$ cat src/rtl/clk_div_multi_if.sv
// Config request channel for clk_div_multi: one divisor write per valid&ready edge.
interface clk_div_multi_if #(
  parameter int NUM_CH = 4,
  parameter int DIV_W  = 16,
  parameter int CH_W   = (NUM_CH > 1) ? $clog2(NUM_CH) : 1
);
  logic             cfg_valid;
  logic             cfg_ready;
  logic [CH_W-1:0]  cfg_ch;
  logic [DIV_W-1:0] cfg_div;

  modport master (output cfg_valid, cfg_ch, cfg_div, input cfg_ready);
  modport slave  (input cfg_valid, cfg_ch, cfg_div, output cfg_ready);
endinterface

$ cat src/rtl/clk_div_multi.sv
// Multi-channel programmable clock divider. Each lane produces a registered
// square wave and a period-start strobe; divisor writes are staged in a
// pending slot and only take effect at a period boundary.

// One divider lane.
module clk_div_ch #(
  parameter int               DIV_W   = 16,
  parameter logic [DIV_W-1:0] DEF_DIV = 2
) (
  input  logic             clk,
  input  logic             rst,
  input  logic             en,
  input  logic             wr,
  input  logic [DIV_W-1:0] wr_div,
  output logic             clk_out,
  output logic             tick,
  output logic [DIV_W-1:0] act_div,
  output logic             pend
);
  logic             run;
  logic [DIV_W-1:0] cnt, cnt_n, div_n, pend_div;
  logic             wrap, apply;

  // Period bookkeeping: a new period begins on a wrap or on the first enabled edge.
  always_comb begin
    wrap  = run & en & (cnt == act_div - DIV_W'(1));
    // Disabled or just-starting lanes have no period in flight, so a pending divisor can land immediately.
    apply = pend & (~en | ~run | wrap);
    div_n = apply ? pend_div : act_div;
    cnt_n = '0;
    if (en && run && !wrap) cnt_n = cnt + DIV_W'(1);
  end

  // State and outputs; outputs are loaded from the next-state count so they line up with cnt.
  always_ff @(posedge clk or posedge rst) begin
    if (rst) begin
      run      <= 1'b0;
      cnt      <= '0;
      act_div  <= DEF_DIV;
      pend_div <= DEF_DIV;
      pend     <= 1'b0;
      clk_out  <= 1'b0;
      tick     <= 1'b0;
    end else begin
      run     <= en;
      cnt     <= cnt_n;
      act_div <= div_n;
      clk_out <= en & (cnt_n < (div_n >> 1));
      tick    <= en & (cnt_n == '0);
      // wr is only possible while pend is clear, so it never collides with apply.
      if (wr) begin
        pend     <= 1'b1;
        pend_div <= wr_div;
      end else if (apply) begin
        pend <= 1'b0;
      end
    end
  end
endmodule

module clk_div_multi #(
  parameter int NUM_CH  = 4,
  parameter int DIV_W   = 16,
  parameter int DEF_DIV = 2
) (
  input  logic                           ext_clk_25m,
  input  logic                           ext_rst,
  input  logic [NUM_CH-1:0]              ch_en,
  clk_div_multi_if.slave                 cfg,
  output logic [NUM_CH-1:0]              clk_out,
  output logic [NUM_CH-1:0]              tick,
  output logic [NUM_CH-1:0][DIV_W-1:0]   cur_div
);
  localparam int               CH_W    = (NUM_CH > 1) ? $clog2(NUM_CH) : 1;
  localparam logic [DIV_W-1:0] DEF_EFF = (DEF_DIV < 2) ? DIV_W'(2) : DIV_W'(DEF_DIV);

  logic [NUM_CH-1:0] pend;
  logic              sel_pend;
  logic              accept;
  logic [DIV_W-1:0]  wr_div;

  // Ready follows the addressed lane's pending slot; unmapped channel codes always accept and are dropped.
  always_comb begin
    sel_pend = 1'b0;
    for (int c = 0; c < NUM_CH; c++)
      if (cfg.cfg_ch == CH_W'(c)) sel_pend = pend[c];
    cfg.cfg_ready = ~sel_pend & ~ext_rst;
    accept        = cfg.cfg_valid & cfg.cfg_ready;
    wr_div        = (cfg.cfg_div < DIV_W'(2)) ? DIV_W'(2) : cfg.cfg_div;
  end

  for (genvar c = 0; c < NUM_CH; c++) begin : g_ch
    clk_div_ch #(.DIV_W(DIV_W), .DEF_DIV(DEF_EFF)) u_ch (
      .clk     (ext_clk_25m),
      .rst     (ext_rst),
      .en      (ch_en[c]),
      .wr      (accept && (cfg.cfg_ch == CH_W'(c))),
      .wr_div  (wr_div),
      .clk_out (clk_out[c]),
      .tick    (tick[c]),
      .act_div (cur_div[c]),
      .pend    (pend[c])
    );
  end
endmodule
$ cat src/flat_wrapper.sv
// flat-port wrapper written by rule: the top's interface ports become plain ports
module clk_div_multi_flat 
#(
  parameter int NUM_CH  = 4,
  parameter int DIV_W   = 16,
  parameter int DEF_DIV = 2
)
  (ext_clk_25m, ext_rst, ch_en, clk_out, tick, cur_div, cfg_cfg_valid, cfg_cfg_ch, cfg_cfg_div, cfg_cfg_ready);
  clk_div_multi_if #(.NUM_CH(NUM_CH), .DIV_W(DIV_W)) cfg_i ();
  input  logic ext_clk_25m;
  input  logic ext_rst;
  input  logic [NUM_CH-1:0] ch_en;
  output logic [NUM_CH-1:0] clk_out;
  output logic [NUM_CH-1:0] tick;
  output logic [NUM_CH-1:0][DIV_W-1:0] cur_div;
  input wire logic [$bits(cfg_i.cfg_valid)-1:0] cfg_cfg_valid;
  input wire logic [$bits(cfg_i.cfg_ch)-1:0] cfg_cfg_ch;
  input wire logic [$bits(cfg_i.cfg_div)-1:0] cfg_cfg_div;
  output wire logic [$bits(cfg_i.cfg_ready)-1:0] cfg_cfg_ready;
  assign cfg_i.cfg_valid = cfg_cfg_valid;
  assign cfg_i.cfg_ch = cfg_cfg_ch;
  assign cfg_i.cfg_div = cfg_cfg_div;
  assign cfg_cfg_ready = cfg_i.cfg_ready;
  clk_div_multi #(.NUM_CH(NUM_CH), .DIV_W(DIV_W), .DEF_DIV(DEF_DIV)) u_core (.ext_clk_25m(ext_clk_25m), .ext_rst(ext_rst), .ch_en(ch_en), .cfg(cfg_i), .clk_out(clk_out), .tick(tick), .cur_div(cur_div));
endmodule
$ cat config.mk
export PLATFORM = sky130hd
export DESIGN_NAME = clk_div_multi_flat
export DESIGN_NICKNAME = d
export VERILOG_FILES = /design/src/rtl/clk_div_multi_if.sv /design/src/rtl/clk_div_multi.sv /design/src/flat_wrapper.sv
export SDC_FILE = /design/constraint.sdc
export NUM_CORES = 1
export LEC_CHECK = 0
export ABC_AREA = 1
export ABC_CLOCK_PERIOD_IN_PS = 11350
export CAP_MARGIN = 20
export CORE_UTILIZATION = 34
export DETAILED_ROUTE_END_ITERATION = 7
export DONT_BUFFER_PORTS = 1
export PLACE_DENSITY_LB_ADDON = 0.12
export REMOVE_ABC_BUFFERS = 1
export SYNTH_ARGS = -nofsm -noshare
export SYNTH_HDL_FRONTEND = slang
export SYNTH_SLANG_ARGS = --single-unit
$ cat constraint.sdc
create_clock -name ext_clk_25m -period 11.35 [get_ports ext_clk_25m]
set_input_delay 3.405 -clock ext_clk_25m [delete_from_list [all_inputs] [get_ports ext_clk_25m]]
set_output_delay 3.405 -clock ext_clk_25m [all_outputs]
set_load 0.01 [all_outputs]
[Word-level counts from Yosys, hierarchy flattened]
Index checks and enable logic that the tools add are counted.
Cells by class
  $add $sub $neg: 8
  multiply operators: 0
  div/mod/pow operators: 0
  magnitude comparators: 5
  eq/ne operators: 7
  shift-type cells: 0
  multiplexer cells: 21
  bitwise logic cells: 40
  reduce and logical (&&, ||, !) cells: 25
Operators with widths (count)
  2-to-1 mux 16 bit: 9
  adder 16 x 1 -> 16 bit, second input constant: 4
  equality test 16 bit: 4
  zero test 16 bit: 4
  < comparator 16 x 15 -> 1 bit: 4
  subtractor 16 x 1 -> 16 bit, second input constant: 4
  bitwise AND 1 bit: 22
  < comparator 16 x 2 -> 1 bit, second input constant: 1
  logical AND 1 bit: 12
  2-to-1 mux 1 bit: 12
  inverter 1 bit: 10
  bitwise OR 1 bit: 8
  nonzero test 2 bit: 4
  equality test 2 bit, second input constant: 2
  zero test 1 bit: 4
  equality test 2 x 1 -> 1 bit, second input constant: 1
  zero test 2 bit: 1
Storage, ports and cells
  register bits after elaboration: 208
  latch bits: 0
  memory bits (writable): 0
  bits in read-only memories: 0
  input port bits: 25
  memories kept: 0

[Depth between registers and ports, before layout]
  word-level depth: 10
  depth in mapped cells: 26
  mapped depth without buffers: 25

[Cells and area by module]
Synthesis repeated with hierarchy kept, for this count alone.
Unflattened totals
  cell total of the unflattened synthesis: 1753
  area total of the unflattened synthesis: 13021.2 um^2
Modules (own cells, without submodules)
  clk_div_ch: instances 4, cells each 425, area an instance 3200.6 um^2
  clk_div_multi: instances 1, cells each 53, area an instance 219.0 um^2

[Worst setup path after synthesis]
OpenSTA, ideal clock, no wires.
  path type: input to output
  start: in ext_rst
  end: out cfg_cfg_ready
  arrival: 8.419 ns
  setup slack: -0.474 ns
  stages: 3
  buffers on the path: 0
  cell sequence: inv_1 > nand4_1 > a31oi_1
Between the ends
  longest elaborated chain between the ends: 2
Ends and longest elaborated chain
  start: declaration: RTL line flat_wrapper.sv:11  | input logic ext_rst;
  inverter 1 bit: RTL line clk_div_multi.sv:87  | cfg.cfg_ready = ~sel_pend & ~ext_rst;
  bitwise AND 1 bit: RTL line clk_div_multi.sv:87
  end: declaration: RTL line flat_wrapper.sv:19  | output wire logic [$bits(cfg_i.cfg_ready)-1:0] cfg_cfg_ready;
No other way between the ends.

[Worst setup path in the final report]
Ends and elaborated chain as after synthesis.

==> impl_metrics.json <==
{
  "num_rows": 70,
  "synth_top_area_cell": "dfrtp_1",
  "finalCriticalPeriod_ns": 7.97,
  "synth-async-reset-ratio": 1.00,
  "p_leak_nw": 7.02,
  "worstPathArrival_ns": 4.57,
  "relSlewSlack": 0.476,
  "clock-root-buffer": "clkbuf_16",
  "vias": 10171,
  "avgRoutedWirePerCell_um": 16.3,
  "cts_setup_buffers": 0,
  "holdCritPathClass": "reg -> reg",
  "hold_end": "u_core.g_ch[3].u_ch.pend_div[10]",
  "clk_latency_ns": 0.53,
  "dieHeight_um": 196,
  "dieArea_um2": 38200,
  "fillers": 3835,
  "slowest_delay_ns": 0.48,
  "drc_errors": 0,
  "status": "completed",
  "htree_num_levels": 1,
  "drive_gt1_frac": 0.0922,
  "wl_um": 35200,
  "seq_area_frac_synth": 0.410,
  "first_pass_iters": 4,
  "via_per_inst": 4.71,
  "holdPathStages": 2,
  "clkSinkCount": 208,
  "setup_tns_ns": 0,
  "io_buffers": 0,
  "hpwl_um": 27100,
  "yosys-top-cells-area": "dfrtp_1, nand2_1, inv_1",
  "dpl.cell_count": 2114,
  "start_util": 0.347,
  "yosys-top-cells-count": "nand2_1, inv_1, dfrtp_1",
  "routabilityCongestion": 0.832,
  "synth_top_area_frac": 0.393,
  "diodes": 0,
  "synth_area_per_cell_um2": 7.59,
  "die_w_um": 196,
  "hold_viol_final": 0,
  "netlist_area_um2": 12700,
  "grt_pass1_vias": 10012,
  "cts_tree": "yes",
  "cp_cell_sequence": "inv_8 -> nand4_1 -> a31oi_1",
  "crit_slowest_cell": "a31oi_1",
  "worst_slack_ns": 3.38,
  "end_kind": "output pin",
  "synthMostInstantiatedCell": "nand2_1",
  "drv_cap": 0,
  "reg2reg_from": "u_core.g_ch[0].u_ch.act_div[0]",
  "grt_max_degree": 97,
  "ys_seq_elements": 208,
  "ctsHoldBuffers": 0,
  "clockBufferDepth": 3,
  "antenna_found_initial": 0,
  "p_total_mw": 2.56,
  "post-route-period-util": 0.702,
  "layout.nets": 1762,
  "r2r_end": "u_core.g_ch[0].u_ch.clk_out",
  "rsz0062_at_grt": "false",
  "synth_ff_type": "dfrtp_1",
  "postSynthCellCount": 1677,
  "io_pins": 98,
  "powerDensity_nw_per_um2": 183,
  "final_max_slew_viol_count": 0,
  "post_dp_cell_area_um2": 13100,
  "fin_skew_ns": 0.0146,
  "r2r.worst_path.cells": 24,
  "worstSetupPathType": "in -> out",
  "min-delay-start": "u_core.g_ch[3].u_ch.pend_div[10]",
  "drt_iter0_drc": 493,
  "fmax_ghz": 0.125,
  "fin_area_um2": 14000,
  "start_kind": "input port",
  "worst_pin_slew_ns": 0.787,
  "crit_family": "compound AO/OA/AOI/OAI gates",
  "overflow": 0,
  "finalNonFillerCells": 2160,
  "cts_buffers": 25,
  "pre_cts_ws_ns": 3.29,
  "antenna_left": 0,
  "cp_max_fo": 96,
  "report.final.setup_viol": 0,
  "r2r_setup_slack_ns": 7.22,
  "vdd.ir_drop.worst_uv": 98.9,
  "synth_warnings": 0,
  "post_cts_resized": 0,
  "area_growth_pct": 9.90,
  "worstPathRequired_ns": 7.95,
  "synth_edf_count": 0,
  "grt.total_usage": 0.189,
  "grt_pass1_wl_um": 56500,
  "path_buf_inv": 1,
  "clk_pin_slew_worst_paths_ns": 0.06,
  "yosysUniqueCellTypes": 43,
  "coreArea_um2": 36700
}
==> cell usage in the layout, fill, tap and decap left out, types with 9 or more instances in the layout <==
| cell type | instances |
|---|---|
| clkbuf_16 | 25 |
| o21ai_2 | 9 |
| dfrtp_1 | 200 |
| nor3b_1 | 10 |
| nand3_1 | 77 |
| nor2_4 | 10 |
| inv_1 | 245 |
| inv_2 | 12 |
| xnor2_1 | 39 |
| nor2_1 | 145 |
| nand3b_1 | 20 |
| or2_2 | 26 |
| nand4_1 | 19 |
| a21oi_1 | 36 |
| nor2_2 | 18 |
| nand2_1 | 441 |
| nor4_1 | 18 |
| nand2_2 | 10 |
| xor2_1 | 33 |
| o21ai_0 | 136 |
| nor3_1 | 25 |
| ha_1 | 64 |
==> report_power, final <==
part	total (mW)	internal (mW)	switching [mW]	leakage [nW]
clock	0.841	0.510	0.331	0.419
sequential	1.10	0.873	0.227	2.61
combinational	0.621	0.238	0.383	3.99
==> through the flow <==
step,hold slack [ns],utilization
floorplan,0.448,-
detailed placement,0.470,0.358
CTS,0.485,0.381
finish,0.483,0.381
global placement,0.465,0.358
global route,0.513,0.381
==> sequential cells by signal (all words and copies together) (netlist names) <==
name / flops
u_core.g_ch.u_ch.run: 4
u_core.g_ch.u_ch.pend_div: 64
u_core.g_ch.u_ch.pend: 4
u_core.g_ch.u_ch.tick: 4
u_core.g_ch.u_ch.clk_out: 4
u_core.g_ch.u_ch.act_div: 64
u_core.g_ch.u_ch.cnt: 64
==> area by class of cell <==
cell class	count	area (um^2)	share of cell area
clock buffer	30	664	0.0475
timing repair buffer	2	15.0	0.00107
tap	468	586	0.0419
multi-input combinational	1177	6330	0.453
inverter	259	982	0.0702
sequential	208	5220	0.373
clock inverter	16	195	0.0140
==> logic make-up after synthesis <==
family          after synthesis  share of synthesized area
flops                       208                      0.410
fa+ha+maj                    64                     0.0629
buf+inv                     292                     0.0929
simple gates                840                      0.301
compound gates              201                     0.0844
xor+xnor                     72                     0.0495
==> metal layers <==
| layer | global-route usage | routed length, um | up-vias |
|---|---|---|---|
| met4 | 0.0365 | 521 | 0 |
| met2 | 0.311 | 16000 | 126 |
| li1 | - | - | 5312 |
| met1 | 0.263 | 17300 | 4699 |
| met5 | 0 | 0 | - |
| met3 | 0.0275 | 1390 | 34 |
==> worst register-to-register path, cell delays in order, from the launching register on <==
cell and delay (ns):
dfrtp_1 0.48, inv_2 0.17, ha_1 0.25, inv_2 0.05
nor2_1 0.12, nand2_1 0.11, nor2_2 0.13, nand2_1 0.06
nand2_1 0.06, nand2_1 0.05, nor2_1 0.10, nand2_1 0.06
nor2_1 0.10, nand2_1 0.09, nand2_4 0.19, nand2_2 0.32
inv_1 0.31, or2_2 0.15, o21ai_0 0.12, ha_1 0.33
a21oi_1 0.13, o21ai_0 0.09, o21ai_1 0.15, o2111ai_1 0.11
a21oi_1 0.27
==> worst max-delay path by stage <==
stage,startpoint,to,slack [ns],cells after the start
after global placement,ext_rst,cfg_cfg_ready,3.27,3
after CTS,ext_rst,cfg_cfg_ready,3.29,3
after floorplan,ext_rst,cfg_cfg_ready,-0.47,3
after detailed placement,ext_rst,cfg_cfg_ready,3.29,3
final,ext_rst,cfg_cfg_ready,3.38,3
after global routing,ext_rst,cfg_cfg_ready,3.19,3
Power figures use the tool's default switching activity.
